## src/rtl/rtc_escritura_fecha_if.sv

```systemverilog
// Bus bundle between the date-adjust counters, the RTC write controller and the RTC pins.
// "master" is the controller's view; "slave" is the surrounding logic's view.
interface rtc_escritura_fecha_if;
    logic       start;
    logic [4:0] cont_dia;
    logic [3:0] cont_mes;
    logic [6:0] cont_year;
    logic       busy;
    logic       done;
    logic       cs_n;
    logic       rd_n;
    logic       wr_n;
    logic       ad_sel;
    logic [7:0] ad_out;
    logic       ad_oe;

    modport master (
        input  start, cont_dia, cont_mes, cont_year,
        output busy, done, cs_n, rd_n, wr_n, ad_sel, ad_out, ad_oe
    );

    modport slave (
        output start, cont_dia, cont_mes, cont_year,
        input  busy, done, cs_n, rd_n, wr_n, ad_sel, ad_out, ad_oe
    );
endinterface

```

## src/rtl/rtc_escritura_fecha.sv

```systemverilog
// Writes the adjusted day/month/year into the RTC as BCD over its multiplexed
// address/data bus: three registers, each an address cycle then a data cycle.
module rtc_escritura_fecha #(
    parameter int         T_FASE   = 4,
    parameter logic [7:0] DIR_DIA  = 8'h24,
    parameter logic [7:0] DIR_MES  = 8'h25,
    parameter logic [7:0] DIR_YEAR = 8'h26
) (
    input  logic                  clk,
    input  logic                  rst,
    rtc_escritura_fecha_if.master bus
);
    localparam logic [2:0] IDLE   = 3'd0;
    localparam logic [2:0] LOAD   = 3'd1;
    localparam logic [2:0] SETUP  = 3'd2;
    localparam logic [2:0] STROBE = 3'd3;
    localparam logic [2:0] HOLD   = 3'd4;
    localparam logic [2:0] GAP    = 3'd5;
    localparam logic [2:0] DONE   = 3'd6;

    localparam logic [3:0] CNT_MAX = 4'(T_FASE - 1);

    function automatic logic [7:0] to_bcd(input logic [6:0] v);
        return {4'(v / 7'd10), 4'(v % 7'd10)};
    endfunction

    logic [2:0] state, state_nxt;
    logic [3:0] cnt, cnt_nxt;
    logic [1:0] idx, idx_nxt;
    logic       fase, fase_nxt;

    logic [4:0] cap_dia;
    logic [3:0] cap_mes;
    logic [6:0] cap_year;
    logic [7:0] bcd_dia, bcd_mes, bcd_year;
    logic [4:0] sat_dia;
    logic [3:0] sat_mes;
    logic [6:0] sat_year;

    logic       busy_q, done_q, cs_n_q, wr_n_q, ad_sel_q, ad_oe_q;
    logic [7:0] ad_out_q;
    logic       in_bus;
    logic [7:0] addr_sel, data_sel;

    always_comb begin
        sat_dia  = (cap_dia == 5'd0) ? 5'd1 : cap_dia;
        sat_mes  = (cap_mes == 4'd0) ? 4'd1 : ((cap_mes > 4'd12) ? 4'd12 : cap_mes);
        sat_year = (cap_year > 7'd99) ? 7'd99 : cap_year;
    end

    always_comb begin
        state_nxt = state;
        cnt_nxt   = cnt;
        idx_nxt   = idx;
        fase_nxt  = fase;
        case (state)
            IDLE: begin
                if (bus.start) state_nxt = LOAD;
            end
            LOAD: begin
                idx_nxt   = 2'd0;
                fase_nxt  = 1'b0;
                cnt_nxt   = 4'd0;
                state_nxt = SETUP;
            end
            SETUP, STROBE, HOLD: begin
                if (cnt == CNT_MAX) begin
                    cnt_nxt = 4'd0;
                    if (state == SETUP)       state_nxt = STROBE;
                    else if (state == STROBE) state_nxt = HOLD;
                    else                      state_nxt = GAP;
                end else begin
                    cnt_nxt = cnt + 4'd1;
                end
            end
            GAP: begin
                if (!fase) begin
                    fase_nxt  = 1'b1;
                    state_nxt = SETUP;
                end else if (idx < 2'd2) begin
                    idx_nxt   = idx + 2'd1;
                    fase_nxt  = 1'b0;
                    state_nxt = SETUP;
                end else begin
                    state_nxt = DONE;
                end
            end
            DONE:    state_nxt = IDLE;
            default: state_nxt = IDLE;
        endcase
    end

    // Outputs are registered from the next state so the RTC pins never glitch.
    always_comb begin
        case (idx_nxt)
            2'd0: begin
                addr_sel = DIR_DIA;
                data_sel = bcd_dia;
            end
            2'd1: begin
                addr_sel = DIR_MES;
                data_sel = bcd_mes;
            end
            default: begin
                addr_sel = DIR_YEAR;
                data_sel = bcd_year;
            end
        endcase
        in_bus = (state_nxt == SETUP) || (state_nxt == STROBE) || (state_nxt == HOLD);
    end

    always_ff @(posedge clk) begin
        if (rst) begin
            state    <= IDLE;
            cnt      <= 4'd0;
            idx      <= 2'd0;
            fase     <= 1'b0;
            cap_dia  <= 5'd0;
            cap_mes  <= 4'd0;
            cap_year <= 7'd0;
            bcd_dia  <= 8'h00;
            bcd_mes  <= 8'h00;
            bcd_year <= 8'h00;
            busy_q   <= 1'b0;
            done_q   <= 1'b0;
            cs_n_q   <= 1'b1;
            wr_n_q   <= 1'b1;
            ad_sel_q <= 1'b0;
            ad_out_q <= 8'h00;
            ad_oe_q  <= 1'b0;
        end else begin
            state <= state_nxt;
            cnt   <= cnt_nxt;
            idx   <= idx_nxt;
            fase  <= fase_nxt;
            if (state == IDLE && bus.start) begin
                cap_dia  <= bus.cont_dia;
                cap_mes  <= bus.cont_mes;
                cap_year <= bus.cont_year;
            end
            if (state == LOAD) begin
                bcd_dia  <= to_bcd({2'b00, sat_dia});
                bcd_mes  <= to_bcd({3'b000, sat_mes});
                bcd_year <= to_bcd(sat_year);
            end
            busy_q   <= (state_nxt != IDLE) && (state_nxt != DONE);
            done_q   <= (state_nxt == DONE);
            cs_n_q   <= !in_bus;
            ad_oe_q  <= in_bus;
            wr_n_q   <= (state_nxt != STROBE);
            ad_sel_q <= in_bus && fase_nxt;
            ad_out_q <= in_bus ? (fase_nxt ? data_sel : addr_sel) : 8'h00;
        end
    end

    assign bus.busy   = busy_q;
    assign bus.done   = done_q;
    assign bus.cs_n   = cs_n_q;
    assign bus.rd_n   = 1'b1;
    assign bus.wr_n   = wr_n_q;
    assign bus.ad_sel = ad_sel_q;
    assign bus.ad_out = ad_out_q;
    assign bus.ad_oe  = ad_oe_q;
endmodule

```

## src/flat_wrapper.sv

```systemverilog
// flat-port wrapper written by rule: the top's interface ports become plain ports
module rtc_escritura_fecha_flat 
#(
    parameter int         T_FASE   = 4,
    parameter logic [7:0] DIR_DIA  = 8'h24,
    parameter logic [7:0] DIR_MES  = 8'h25,
    parameter logic [7:0] DIR_YEAR = 8'h26
)
  (clk, rst, bus_start, bus_cont_dia, bus_cont_mes, bus_cont_year, bus_busy, bus_done, bus_cs_n, bus_rd_n, bus_wr_n, bus_ad_sel, bus_ad_out, bus_ad_oe);
  rtc_escritura_fecha_if bus_i ();
  input  logic clk;
  input  logic rst;
  input wire logic [$bits(bus_i.start)-1:0] bus_start;
  input wire logic [$bits(bus_i.cont_dia)-1:0] bus_cont_dia;
  input wire logic [$bits(bus_i.cont_mes)-1:0] bus_cont_mes;
  input wire logic [$bits(bus_i.cont_year)-1:0] bus_cont_year;
  output wire logic [$bits(bus_i.busy)-1:0] bus_busy;
  output wire logic [$bits(bus_i.done)-1:0] bus_done;
  output wire logic [$bits(bus_i.cs_n)-1:0] bus_cs_n;
  output wire logic [$bits(bus_i.rd_n)-1:0] bus_rd_n;
  output wire logic [$bits(bus_i.wr_n)-1:0] bus_wr_n;
  output wire logic [$bits(bus_i.ad_sel)-1:0] bus_ad_sel;
  output wire logic [$bits(bus_i.ad_out)-1:0] bus_ad_out;
  output wire logic [$bits(bus_i.ad_oe)-1:0] bus_ad_oe;
  assign bus_i.start = bus_start;
  assign bus_i.cont_dia = bus_cont_dia;
  assign bus_i.cont_mes = bus_cont_mes;
  assign bus_i.cont_year = bus_cont_year;
  assign bus_busy = bus_i.busy;
  assign bus_done = bus_i.done;
  assign bus_cs_n = bus_i.cs_n;
  assign bus_rd_n = bus_i.rd_n;
  assign bus_wr_n = bus_i.wr_n;
  assign bus_ad_sel = bus_i.ad_sel;
  assign bus_ad_out = bus_i.ad_out;
  assign bus_ad_oe = bus_i.ad_oe;
  rtc_escritura_fecha #(.T_FASE(T_FASE), .DIR_DIA(DIR_DIA), .DIR_MES(DIR_MES), .DIR_YEAR(DIR_YEAR)) u_core (.clk(clk), .rst(rst), .bus(bus_i));
endmodule
```

## config.mk

```make
export PLATFORM = sky130hd
export DESIGN_NAME = rtc_escritura_fecha_flat
export DESIGN_NICKNAME = d
export VERILOG_FILES = /design/src/rtl/rtc_escritura_fecha_if.sv /design/src/rtl/rtc_escritura_fecha.sv /design/src/flat_wrapper.sv
export SDC_FILE = /design/constraint.sdc
export NUM_CORES = 1
export LEC_CHECK = 0
export BUFFER_PORTS_ARGS = -buffer_cell sky130_fd_sc_hd__buf_2
export CORE_MARGIN = 8
export CORE_UTILIZATION = 50
export CTS_CLUSTER_DIAMETER = 40
export CTS_CLUSTER_SIZE = 8
export DETAILED_ROUTE_END_ITERATION = 8
export PLACE_DENSITY = 0.77
export SLEW_MARGIN = 20
export SYNTH_ARGS = -nofsm -noshare
export SYNTH_HDL_FRONTEND = slang
export SYNTH_SLANG_ARGS = --single-unit
```

## constraint.sdc

```tcl
create_clock -name clk -period 4.4 [get_ports clk]
set_input_delay 0.66 -clock clk [delete_from_list [all_inputs] [get_ports clk]]
set_output_delay 0.66 -clock clk [all_outputs]
set_load 0.01 [all_outputs]
```

* Yosys cells after proc, flatten, opt, wreduce, memory -nomap -nowiden *
Index checks and enable logic that the tools add are counted.

operators by class
  div/mod/pow operators = 6
  bitwise gates (word level) = 1
  mux-type cells = 22
  shift-type cells = 0
  add/subtract/negate cells = 2
  $mul = 0
  magnitude comparators = 3
  equal/unequal tests = 13
  reductions and logical operators = 14

operator list
  kind                                                   count
  one-hot mux 8 bit (2 select lines)                     1
  two-way mux 3 bit                                      5
  equality test 3 x 2 -> 1 bit (second input constant)   4
  equality test 3 bit (second input constant)            4
  two-way mux 4 bit                                      3
  one-hot mux 3 bit (4 select lines)                     1
  two-way mux 8 bit                                      1
  one-hot mux 2 bit (2 select lines)                     2
  one-hot mux 4 bit (2 select lines)                     1
  divider 4 x 4 -> 7 bit (second input constant)         1
  divider 5 x 4 -> 7 bit (second input constant)         1
  divider 7 x 4 -> 7 bit (second input constant)         1
  greater-than comparator 7 bit (second input constant)  1
  remainder unit 4 x 4 -> 7 bit (second input constant)  1
  remainder unit 5 x 4 -> 7 bit (second input constant)  1
  remainder unit 7 x 4 -> 7 bit (second input constant)  1
  two-way mux 7 bit                                      1
  logical NOT 5 bit                                      1
  two-way mux 5 bit                                      1
  adder 4 x 1 -> 4 bit (second input constant)           1
  equality test 4 x 2 -> 1 bit (second input constant)   1
  greater-than comparator 4 bit (second input constant)  1
  logical NOT 4 bit                                      1
  two-way mux 2 bit                                      2
  other kinds (18)                                       23

word-level totals
  memory bits (writable) = 0
  ROM bits = 0
  register bits = 64
  word-level logic and storage cells = 78
  bits in latches = 0
  memories = 0

* Depth between registers and ports, before layout *
Gate-level depths: netlist of the first run.

  depth after elaboration = 10
  gate-level depth with buffers = 18
  gate-level depth less buffers = 17

* Least setup slack after synthesis of the first run *
OpenSTA, ideal clock, no wires.

  path kind = reg-to-reg
  start = register u_core.cap_year[6]
  end = register u_core.bcd_year[1]
  arrival time = 3.728 ns
  setup slack = 0.554 ns
  library setup time = 0.118 ns
  clock period less this slack = 3.846 ns
  stages on the path, launching flop included = 18
  cell sequence = dfxtp_1 buf_2 nand2_1 and2_1 ha_1 o21a_2 o21ai_0 ha_1 and4bb_1 a221oi_4 o221a_2 and3_1 nor2_2 ha_1 or3_1 o211ai_1 xor2_1 o21ai_1

between the ends
  cells in the longest elaborated chain, start to end = 3

ends and longest elaborated chain
  element                          line                        RTL
  start: declaration               rtc_escritura_fecha.sv:34   logic [6:0] cap_year;
  start signal: assignment         rtc_escritura_fecha.sv:139  cap_year <= bus.cont_year;
  greater-than comparator 7 bit    rtc_escritura_fecha.sv:48   sat_year = (cap_year > 7'd99) ? 7'd99 : cap_year;
  two-way mux 7 bit *              rtc_escritura_fecha.sv:48
  remainder unit 7 x 4 -> 7 bit *  rtc_escritura_fecha.sv:24   return {4'(v / 7'd10), 4'(v % 7'd10)};
  end signal: assignment           rtc_escritura_fecha.sv:144  bcd_year <= to_bcd(sat_year);
  end: declaration                 rtc_escritura_fecha.sv:35   logic [7:0] bcd_dia, bcd_mes, bcd_year;

Every way passes the cells marked *; elsewhere a longest branch is shown, timed or not.
A chain may end at the register's enable or synchronous reset.

* Worst setup path in the final report of the first run *
  start = register u_core.cap_year[5]
  end = register u_core.bcd_year[1]

The elaborated chain is that of the path after synthesis.

==> summary.txt, run 1 <==
Place
  – Count of input and output buffers: 32
  – RePlAce Congestion: 0.848
  – DPL Wire Length: 4.59 mm
  – Post-place setup slack: 0.184 ns

Power
  – PwrDens: 377 mW/mm²
  – Worst VDD drop: 0.263 mV
  – Pint: 0.923 mW
  – Seq pwr share: 46.2%
  – Cell leakage power: 1.41 nW
  – Net switching fraction of the power: 27.9%
  – NetSw: 0.357 mW
  – Clk pwr share: 37.6%
  – Combinational share of power: 16.3%

Global routing
  – Largest net degree at the start of global routing: 45
  – Gr usage total: 15.4%
  – Vias in the first global route: 2548
  – Grt ovf: 0
  – Antenna violations before repair: 0
  – Wire length of the first global-routing pass: 11.3 mm

Finish
  – Inserted Diodes: 0
  – Nets: 438
  – P&R area growth vs syn: 11.3%
  – Filler cells: 548
  – Layout cell share with drive strength beyond 1: 15.4%

Clock network
  – Clock Latency Late Sink: 0.33 ns
  – CTS max path bufs: 2
  – CTS Buf Count: 9
  – Clock root buffer: clkbuf_8
  – Setup bufs post-CTS: 0
  – Sink Count: 59
  – H-tree Lvls: 3
  – Clock transition at path regs: 0.06 ns
  – CTS tree: done

Synthesis
  – Post-synth EDFFs: 0
  – Synth Area per Inst: 7.86 µm²
  – Syn. warnings: 0
  – Post-synth net total: 415
  – Share of synthesized registers carrying an async set or reset: 0%
  – Post-synth top flop: dfxtp_1
  – Yosys reg bits: 59
  – Synth Instances: 388
  – Share of the yosys chip area belonging to registers: 38.7%
  – Mapped cell area: 0.00305 mm²
  – Distinct cell type count after synthesis: 66

Floorplanning
  – I/O pin count: 34
  – Die width: 94.1 µm
  – Die area: 0.00885 mm²
  – Row count: 28
  – Core area: 0.00592 mm²
  – Die H: 94.1 µm
  – Starting Density: 51.5%

Drt
  – Initial DRC Count: 152
  – Post-Route WL: 6.52 mm
  – Vias: 2739
  – Vias per Instance: 5.58
  – Final antenna-violating net count: 0
  – First-pass DRT Iterations: 4
  – WL/cell: 13.3 µm
  – DRC: 0

Min path
  – Worst Hold Class: flip-flop to flip-flop
  – Hold Crit Depth: 2

STA
  – Setup TNS: 0 ns
  – Slew HR: 43.5%
  – Worst Slack Setup Final: 0.381 ns
  – Final setup violation count: 0
  – Unrepaired setup endpoints after global routing: no
  – Fmax: 249 MHz
  – Final Hold Viols: 0
  – Max Slew Vio Count: 0
  – Fin crit period: 4.02 ns
  – Tightest Pin Transition: 0.848 ns
  – Fin crit share: 91.3%
  – Clock skew: 0.00362 ns

Setup path
  – Required time of the critical path: 4.62 ns
  – Slowest stage delay, CP: 0.41 ns
  – Worst path slowest cell: dfxtp_2
  – R2R depth: 16
  – Critical Path End Type: flip-flop
  – Cell mode on critical path: ha_1
  – Crit Path Category: flip-flop to flip-flop
  – CP Launch Type: flip-flop
  – Crit path DAT: 4.24 ns
  – Worst path cell trace: nand2_1, and2_1, ha_1, o21a_2, o21ai_1, ha_1, and4bb_1, a221oi_4, o221a_2, and3_1, nor2_2, ha_1, or3_1, o211ai_1, xor2_1, o21ai_1
  – Worst-path fanout max: 9

Run
  – Max Cap Violations: 0

Status
  – Status: complete, no violations
path summary, 6_finish.rpt:
path	slack (ns)	end	from
worst max-delay path	0.38	u_core.bcd_year[1]	u_core.cap_year[5]
worst min-delay path	0.45	u_core.bcd_dia[1]	u_core.bcd_dia[1]
worst min register to register	0.45	u_core.bcd_dia[1]	u_core.bcd_dia[1]
worst max register to register	0.38	u_core.bcd_year[1]	u_core.cap_year[5]
area by class of cell:
type,instances,area (µm²),share of cell area [%]
clock buffers,11,141,4.17
clock inverters,5,52.6,1.55
inverters,18,67.6,1.99
multi-input cells,290,1690,49.8
flip-flops and latches,59,1180,34.8
well taps,75,93.8,2.76
repair buffers,33,168,4.94
Yosys cell counts, types with 3 or more instances:
library cell,count,area (µm²)
mux2i_1,6,60.1
xor2_1,3,26.3
ha_1,8,100
and2_1,5,31.3
inv_1,17,63.8
a21o_1,4,30.0
a22oi_1,3,22.5
dfxtp_1,59,1180
and3_1,4,25.0
o31ai_1,3,22.5
or3_1,5,31.3
nand2b_1,8,50.1
nor2b_1,3,18.8
xnor2_1,3,26.3
nor2_1,41,154
o21ai_1,3,15.0
clkbuf_1,14,52.6
o21ai_0,15,75.1
nand2_1,64,240
nand3_1,6,30.0
a31oi_1,5,31.3
a21oi_1,44,220
nor3_1,6,30.0
a211oi_1,7,52.6
buf_6,3,33.8
metrics by stage:
step / hold WS (ns) / instance area (µm²) / power [mW] / std cells / utilization (%)
6_report: 0.450 / 3390 / 1.28 / 491 / 57.3
5_1_grt: 0.473 / 3390 / 1.35 / 491 / 57.3
4_1_cts: 0.452 / 3390 / 1.29 / 491 / 57.3
3_5_place_dp: 0.445 / 3200 / 0.809 / 475 / 54.0
3_3_place_gp: 0.440 / 3200 / 0.803 / 475 / 54.0
2_1_floorplan: 0.431 / 3050 / 0.766 / 388 / -
power by group through the flow:
stage	Sequential [mW]	Combinational, mW	Clock, mW
floorplan	0.594	0.173	0
global placement	0.601	0.202	0
detailed placement	0.602	0.207	0
CTS	0.590	0.208	0.487
global route	0.595	0.236	0.516
finish	0.591	0.209	0.481
worst max-delay path, delay by kind of cell (launching register included):
kind,cells,cell delay (ns)
AND/OR/NAND/NOR,6,1.22
AO/OA/AOI/OAI,6,1.31
XOR/XNOR,1,0.16
flip-flops,1,0.41
adder cells (fa/ha/maj),3,0.82
repair_timing:
item | in CTS | in global routing
hold buffers | 0 | 0
hold endpoints to repair | 0 | 0
gates resized for setup | 0 | 2
setup endpoints to repair | 0 | 3
registers in the layout, summed over array words and instances (netlist names):
signal / cells
u_core.state: 3
u_core.bus.wr_n: 1
u_core.cap_mes: 4
u_core.cnt: 4
u_core.bus.busy: 1
u_core.bcd_year: 8
u_core.idx: 2
u_core.cap_year: 7
u_core.fase: 1
u_core.cap_dia: 5
u_core.bcd_mes: 5
u_core.bus.cs_n: 1
u_core.bus.ad_sel: 1
u_core.bcd_dia: 6
u_core.bus.done: 1
u_core.bus.ad_out: 8
u_core.bus.ad_oe: 1
cells in the final DEF, fill, tap and decap left out, drive strengths merged, types with 3 or more instances in the layout:
cell type   n
a211oi      7
a21o        4
a21oi      45
a22oi       3
a31oi       6
and2        5
and3        4
buf        33
clkbuf     11
clkinv      3
dfxtp      59
ha          8
inv        18
mux2i       6
nand2      65
nand2b      8
nand3       6
nor2       43
nor2b       3
nor3        6
o21ai      18
o31ai       3
or3         5
xnor2       3
xor2        3
per-layer routing:
layer | up-vias | GRT usage, % | part of all wire (%) | wire length, µm
li1 | 1410 | - | - | -
met1 | 1242 | 20.0 | 49 | 3220
met2 | 79 | 24.0 | 44 | 2870
met3 | 8 | 4.16 | 5.4 | 354
met4 | 0 | 5.15 | 1.2 | 76
met5 | - | 0 | 0 | 0
logic make-up (layout without fill, tap and decap cells):
family	count (synthesis)	count (layout)	share of synthesized area (%)
other	1	1	0.123
AOI/OAI and AO/OA	110	110	23.8
buffers and inverters	39	67	5.87
adders and majority gates	8	8	3.28
xor gates and xnor gates	6	6	1.72
DFF	59	59	38.7
muxes	6	6	1.97
and+or+nand+nor	159	159	24.5
Power figures use the tool's default switching activity.
==> run 2: changes to the inputs <==
Clock period 4.4 ns to 5.06 ns, I/O delays scaled along.
==> run 2 against run 1 <==
Effect of this change:
- power is 16% lower
- utilization decreased by 0.51 points
- clock skew increased by 0.0027 ns
- register-to-register slack better by 0.31 ns
- global-route usage is 0.23 points higher
- non-clock buffer count shrank 1
- worst setup slack improved by 0.31 ns
- first-iteration DRC count fell by 2.6%
- critical path depth did not move
- via count is 0.73% higher
- final cell count decreased by 0.20%
- sequential power decreased by 13%
- highest routed layer unchanged
==> summary.txt, run 2 (synthesis results as in run 1) <==
Setup path
  – Worst path cell trace: nand2_1, and2_1, ha_1, o21a_2, o21ai_0, ha_1, and4bb_1, a221oi_4, o221a_2, and3_1, nor2_2, ha_1, or3_1, o211ai_1, xor2_1, o21ai_1
  – Critical Path End Type: flip-flop
  – Reg-to-reg slack, setup: 0.70 ns (+0.31 ns)
  – Worst path slowest cell: dfxtp_1
  – Required time of the critical path: 5.29 ns (+0.67 ns)
  – Cell mode on critical path: ha_1
  – CP Launch Type: flip-flop
  – Worst r2r src: u_core.cap_year[6]
  – Crit path DAT: 4.59 ns (+0.35 ns)
  – Cell family contributing the most delay on the critical path: compound AO/OA/AOI/OAI gates
  – Slowest stage delay, CP: 0.54 ns (+0.13 ns)
  – Worst-path fanout max: 12 (+3)
  – CP Buf/Inv Count: 0 (unchanged)
  – Crit Path Category: flip-flop to flip-flop
  – Capturing point of the worst reg2reg path: u_core.bcd_year[1]
  – R2R depth: 16 (unchanged)

Power
  – Worst VDD drop: 0.194 mV (-26%)
  – PwrDens: 319 mW/mm² (-15%)
  – Cell leakage power: 1.40 nW (-1.0%)
  – Final Power: 1.07 mW (-16%)

Global routing
  – Largest net degree at the start of global routing: 45 (unchanged)
  – Grt ovf: 0 (unchanged)
  – Vias in the first global route: 2492 (-2.2%)
  – Antenna violations before repair: 0 (unchanged)
  – Wire length of the first global-routing pass: 11.3 mm (+0.44%)
  – Gr usage total: 15.6% (+0.23 points)

Min path
  – Hold Crit Start: u_core.bcd_year[7]
  – Worst Hold Class: flip-flop to flip-flop
  – Worst Hold End: u_core.bcd_year[7]
  – Hold Crit Depth: 2 (unchanged)

Drt
  – Vias per Instance: 5.63 (+0.94%)
  – Final antenna-violating net count: 0 (unchanged)
  – WL/cell: 13.4 µm (+1.1%)
  – Initial DRC Count: 148 (-2.6%)
  – First-pass DRT Iterations: 5 (+1)
  – DRC: 0 (unchanged)
  – Vias: 2759 (+0.73%)
  – Post-Route WL: 6.58 mm (+0.90%)

Status
  – Status: complete, no violations

Floorplanning
  – Core area: 0.00592 mm² (unchanged)
  – Die H: 94.1 µm (unchanged)
  – Starting Density: 51.5% (unchanged)
  – I/O pin count: 34 (unchanged)
  – Die width: 94.1 µm (unchanged)
  – Row count: 28 (unchanged)
  – Die area: 0.00885 mm² (unchanged)

Clock network
  – CTS max path bufs: 2 (unchanged)
  – CTS tree: done
  – Post-CTS Hold Buffers: 0 (unchanged)
  – CTS resizes: 0 (unchanged)
  – Setup bufs post-CTS: 0 (unchanged)
  – Clock Latency Late Sink: 0.34 ns (about the same)
  – Sink Count: 59 (unchanged)
  – Clock transition at path regs: 0.06 ns (about the same)
  – Clock root buffer: clkbuf_8
  – CTS Buf Count: 9 (unchanged)
  – H-tree Lvls: 3 (unchanged)

Finish
  – Most common cell after layout, fill and taps aside: nand2_1
  – Nets: 437 (-0.23%)
  – Inserted Diodes: 0 (unchanged)
  – Commonest cells after routing, fill and taps aside: 64 x nand2_1, 59 x dfxtp_1, 44 x a21oi_1
  – P&R area growth vs syn: 10.3%
  – Layout cell share with drive strength beyond 1: 14.5% (-0.93 points)

Place
  – Count of input and output buffers: 32 (unchanged)
  – DPL Wire Length: 4.66 mm (+1.5%)
  – RePlAce Congestion: 0.843 (-0.65%)

STA
  – Setup TNS: 0 ns (unchanged)
  – Tightest Pin Transition: 0.848 ns (-0.000488 ns)
  – Fin crit share: 86.2% (-5.1 points)
  – Final Hold Viols: 0 (unchanged)
  – Slew HR: 43.5% (about the same)
  – Fmax: 229 MHz (-7.9%)
  – Unrepaired setup endpoints after global routing: no
  – Clock skew: 0.00631 ns (+0.00269 ns)
  – Max Slew Vio Count: 0 (unchanged)
  – Final setup violation count: 0 (unchanged)
  – Fin crit period: 4.36 ns (+0.345 ns)

Run
  – Max Cap Violations: 0 (unchanged)
[run 2: routing by layer]
layer | up-vias | wire length [µm] | GRT usage [%]
li1 | 1408 | - | -
met4 | 0 | 116 | 6.61
met3 | 13 | 442 | 4.72
met2 | 90 | 2820 | 23.1
met5 | - | 0 | 0
met1 | 1248 | 3200 | 20.5
[run 2: cell type report]
class                           count  area, µm²
Fill cell                         566       2560
Clock inverter                      2       10.0
Inverter                           18       67.6
Tap cell                           75       93.8
Timing Repair Buffer               32        160
Clock buffer                       14        163
Multi-Input combinational cell    290       1690
Sequential cell                    59       1180
[run 2: worst min-delay path, stage by stage (launching register included)]
cell     delay (ns)
dfxtp_1        0.31
nand2_1        0.05
a21oi_1        0.05
[run 2: worst max path at each step]
stage                             from  cells past startpoint  slack (ns)            endpoint
finish              u_core.cap_year[6]                     16        0.70  u_core.bcd_year[1]
global route        u_core.cap_year[6]                     16        0.24  u_core.bcd_year[1]
CTS                 u_core.cap_year[6]                     16        0.72  u_core.bcd_year[1]
detailed placement  u_core.cap_year[6]                     16        0.75  u_core.bcd_year[1]
global placement    u_core.cap_year[6]                     16        0.93  u_core.bcd_year[1]
floorplan           u_core.cap_year[6]                     17        1.21  u_core.bcd_year[1]
[run 2: per-stage QoR]
| step | hold slack [ns] | worst slack (ns) | instances | area [µm²] | util (%) |
|---|---|---|---|---|---|
| floorplan | 0.431 | 1.21 | 388 | 3050 | - |
| global placement | 0.440 | 0.927 | 474 | 3190 | 53.9 |
| detailed placement | 0.445 | 0.753 | 474 | 3190 | 53.9 |
| CTS | 0.453 | 0.724 | 490 | 3360 | 56.8 |
| global route | 0.472 | 0.241 | 490 | 3360 | 56.8 |
| finish | 0.452 | 0.696 | 490 | 3360 | 56.8 |
[run 2: power breakdown]
group | internal (mW) | switching (mW) | total, mW
sequential | 0.491 | 0.0242 | 0.515
clock | 0.203 | 0.175 | 0.379
combinational | 0.0733 | 0.106 | 0.179
total | 0.767 | 0.306 | 1.07
